==> src/rtl/sum_nb_seq.sv <==
// Multi-cycle adder/subtractor: one CHUNK-bit slice per clock, LSB slice first,
// with a carry register between slices; reports carry/borrow and signed overflow.
module sum_nb_seq #(
   parameter int unsigned WIDTH = 16,
   parameter int unsigned CHUNK = 4
) (
   input  logic             clk,
   input  logic             rst,
   input  logic             init,
   input  logic             sub,
   input  logic [WIDTH-1:0] xi,
   input  logic [WIDTH-1:0] yi,
   output logic [WIDTH-1:0] zi,
   output logic             co,
   output logic             ovf,
   output logic             busy,
   output logic             done
);

   localparam int unsigned NCH = WIDTH / CHUNK;
   localparam int unsigned KW  = (NCH > 1) ? $clog2(NCH) : 1;
   localparam logic [KW-1:0] KLAST = KW'(NCH - 1);

   typedef enum logic [1:0] {IDLE, RUN, DONE} state_t;

   state_t           state;
   logic [WIDTH-1:0] a;
   logic [WIDTH-1:0] b;
   logic             carry;
   logic [KW-1:0]    k;
   logic [CHUNK:0]   slice_sum;
   logic             msb_cin;

   // Operands shift right one slice per RUN cycle, so the active slice is
   // always the low CHUNK bits; on the last slice that holds the operand MSBs.
   always_comb begin
      slice_sum = {1'b0, a[CHUNK-1:0]} + {1'b0, b[CHUNK-1:0]} + {{CHUNK{1'b0}}, carry};
      msb_cin   = a[CHUNK-1] ^ b[CHUNK-1] ^ slice_sum[CHUNK-1];
   end

   always_ff @(posedge clk or posedge rst) begin
      if (rst) begin
         state <= IDLE;
         a     <= '0;
         b     <= '0;
         carry <= 1'b0;
         k     <= '0;
         zi    <= '0;
         co    <= 1'b0;
         ovf   <= 1'b0;
         busy  <= 1'b0;
         done  <= 1'b0;
      end else begin
         case (state)
            IDLE: begin
               if (init) begin
                  a     <= xi;
                  b     <= sub ? ~yi : yi;
                  carry <= sub;
                  k     <= '0;
                  zi    <= '0;
                  co    <= 1'b0;
                  ovf   <= 1'b0;
                  busy  <= 1'b1;
                  state <= RUN;
               end
            end
            RUN: begin
               zi[k*CHUNK +: CHUNK] <= slice_sum[CHUNK-1:0];
               a     <= a >> CHUNK;
               b     <= b >> CHUNK;
               carry <= slice_sum[CHUNK];
               k     <= k + 1'b1;
               if (k == KLAST) begin
                  co    <= slice_sum[CHUNK];
                  ovf   <= msb_cin ^ slice_sum[CHUNK];
                  busy  <= 1'b0;
                  done  <= 1'b1;
                  state <= DONE;
               end
            end
            DONE: begin
               done  <= 1'b0;
               state <= IDLE;
            end
            default: state <= IDLE;
         endcase
      end
   end

endmodule

==> config.mk <==
export PLATFORM = sky130hd
export DESIGN_NAME = sum_nb_seq
export DESIGN_NICKNAME = d
export VERILOG_FILES = /design/src/rtl/sum_nb_seq.sv
export SDC_FILE = /design/constraint.sdc
export NUM_CORES = 1
export LEC_CHECK = 0
export ABC_AREA = 1
export CAP_MARGIN = 20
export CORE_ASPECT_RATIO = 1.2
export CORE_MARGIN = 3
export CORE_UTILIZATION = 51
export CTS_CLUSTER_SIZE = 16
export DETAILED_ROUTE_END_ITERATION = 7
export HOLD_SLACK_MARGIN = 0.12
export PLACE_DENSITY_LB_ADDON = 0.3
export REMOVE_ABC_BUFFERS = 1
export SYNTH_ARGS = -nofsm -noshare
export SYNTH_HDL_FRONTEND = slang
export SYNTH_SLANG_ARGS = --single-unit
==> constraint.sdc <==
create_clock -name clk -period 2.3 [get_ports clk]
set_input_delay 0.345 -clock clk [delete_from_list [all_inputs] [get_ports clk]]
set_output_delay 0.345 -clock clk [all_outputs]
set_load 0.005 [all_outputs]
==> impl_metrics.ini <==
[cells_and_area]
fin_util_pct = 70.7
final-instance-count-excl-fill = 414
areaGrowthSynthToFinish_pct = 31.8
final_nets = 394
fillCellCount = 377
antenna_cells = 0
drive_above_1_share_pct = 9.60

[drt]
highest_layer = met4
routed_wl_um = 5770
drt-pass1-iter-count = 4
via_per_inst = 5.29
wl_met3_um = 295
wl_per_cell_um = 13.9
first_iter_violations = 124
route.vias.total = 2191
met2_length_um = 3000
drc_errors = 0
wl_met1_um = 2410
drtAntennaViolNets = 0

[setup_path]
worstRegToRegCells = 8
critPathArrivalTime_ns = 2.19
path_class = reg2reg
endpoint_kind = register
critPathLaunchType = register
path_max_fanout = 4
worstPathRequired_ns = 2.50

[pwr]
p_int_w = 0.00295
power_frac_comb_pct = 42.7
peakVddDrop_mv = 0.603
p_leak_nw = 1.63
pwr-share-seq_pct = 35.0
power_density_nw_per_um2 = 1340
p_sw_w = 0.00181
power_w = 0.00476
swShare_pct = 38.0
clkPwrFrac_pct = 22.3

[synth]
synth_seq_cells = 57
syn_area_um2 = 2690
syn_area_per_cell_um2 = 9.36
ys_seq_area_share_pct = 53.1
synth_top_area_cell = dfrtp_1
synth_top_area_share_pct = 53.1
ys_types = 29
synth_cells = 287
ys_top_cells_by_area = dfrtp_1, nand2_1, xnor2_1
yosysWarnings = 0

[timing]
setup_viol = 0
final-max-slew-violation-count = 0
hold_violations = 0
period_share_pct = 86.7
worstMarginPinSlew_ns = 0.526
slew_headroom_pct = 64.9
finalCriticalPeriod_ns = 1.99
fmax_ghz = 0.502
rsz0062_at_grt = no
fin_skew_ns = 0.00704
fin_tns_setup_ns = 0

[min_path]
hold_path_class = in2async

[global_route]
grt_pass1_vias = 2137
antenna_found_initial = 0
overflow = 0
grt_pass1_wl_um = 9630
grt_max_degree = 35
track_usage_pct = 20.5

[clock_network]
cts_setup_buffers = 0
clock_path_buffers = 2
tritoncts = yes
root_buffer = clkbuf_8
path_clk_slew_ns = 0.06
htreeDepth = 3
ctsHoldBuffers = 0
worstSkewPairLatency_ns = 0.33
cts_sinks = 57
cts_buffers = 9
cts_resized = 0

[die]
die_y_um = 85.5
die_w_um = 72.3
die-area_um2 = 6180
num_rows = 28
initial_core_util_pct = 53.6
coreArea_um2 = 5010
boundaryPins = 56

[place]
dp.cells = 398
place.port_buffers = 55
dp_hpwl_um = 4050
gp_congestion = 0.812

[status]
status = complete, no violations

[job]
maxCapViolCount = 0
## cell type report
type / instances / area (µm²) / share of cell area (%)
Multi-Input combinational cell: 190 / 1090 / 30.7
Tap cell: 60 / 75.1 / 2.12
Inverter: 29 / 109 / 3.07
Clock buffer: 11 / 151 / 4.27
Clock inverter: 5 / 77.6 / 2.19
Sequential cell: 57 / 1430 / 40.3
Timing Repair Buffer: 62 / 616 / 17.4
## per-stage QoR
| step | instance area (µm²) | worst slack (ns) | hold WS [ns] |
|---|---|---|---|
| final | 3540 | 0.306 | 0.372 |
| after global routing | 3540 | 0.151 | 0.429 |
| after CTS | 3540 | 0.305 | 0.389 |
| after detailed placement | 3310 | 0.336 | 0.457 |
| after global placement | 3310 | 0.380 | 0.448 |
| after floorplan | 2620 | 0.451 | 0.438 |
## path summary, 6_finish.rpt
check	startpoint	to	slack [ns]
max reg2reg	a[0]$_DFFE_PP0P_	co$_DFFE_PP0P_	0.31
max in group asynchronous	rst	b[8]$_DFFE_PP0P_	1.37
min in group clk	state[1]$_DFFE_PP0P_	done$_DFFE_PP0P_	0.46
min	rst	zi[9]$_DFFE_PP0P_	0.37
min reg2reg	state[1]$_DFFE_PP0P_	done$_DFFE_PP0P_	0.46
max	a[0]$_DFFE_PP0P_	co$_DFFE_PP0P_	0.31
## worst max-delay path, cell delays in order, from the launching register on
cell	delay (ns)
dfrtp_1	0.40
fa_1	0.46
fa_1	0.38
nand2_1	0.14
nand2_1	0.06
a21oi_1	0.16
inv_1	0.08
nand2_1	0.07
o21ai_0	0.10
## registers in the layout, indices dropped and copies added, names as in the netlist
signal	count
co	1
busy	1
carry	1
b	16
state	2
done	1
zi	16
a	16
ovf	1
k	2
## kinds of logic (layout without fill, tap and decap cells)
| logic type | count (synthesis) | count (layout) | share of synthesized area, % |
|---|---|---|---|
| fa+ha+maj | 9 | 9 | 4.75 |
| compound gates | 55 | 55 | 13.3 |
| buf+inv | 40 | 107 | 6.42 |
| xor+xnor | 16 | 16 | 5.21 |
| simple gates | 110 | 110 | 17.3 |
| flops | 57 | 57 | 53.1 |
## cells in the final DEF, fill, tap and decap left out, types with 2 or more instances in the layout
cell	count
inv_1	22
o22ai_1	4
a22oi_1	5
nand4_1	2
o21ai_0	19
o221ai_1	3
dfrtp_1	57
xnor2_1	16
nand3_1	15
clkdlybuf4s50_1	55
a21oi_1	3
fa_1	2
nand2_1	84
nor2_1	5
buf_4	6
inv_2	6
clkbuf_8	11
a22o_1	3
o21ai_1	2
o211ai_1	14
bufinv_16	2
ha_1	7
clkinv_2	2
## Yosys cell counts (all sizes together)
master and count:
xnor2 16, a22oi 5, nand2 85, nand3 16
dfrtp 57, ha 7, inv 28, or2 1
clkbuf 2, o21bai 1, clkinv 1, a21oi 3
a22o 3, o22ai 4, fa 2, buf 9
nand4 2, nor2 6, o211ai 14, o221ai 3
o21ai 22
## power groups by stage
stage,sequential [W],combinational (W),clock (W)
2_1_floorplan,0.00162,0.00129,0
6_report,0.00166,0.00203,0.00106
3_3_place_gp,0.00166,0.00198,0
5_1_grt,0.00171,0.00230,0.00113
4_1_cts,0.00166,0.00205,0.00107
3_5_place_dp,0.00167,0.00203,0
## layer usage
layer  GRT usage, %  vias up
met1           24.1     1045
met4           9.40        0
li1               -     1072
met2           35.4       67
met3           4.34        7
met5              0        -
Note: power is estimated with default switching activity, not from simulation.
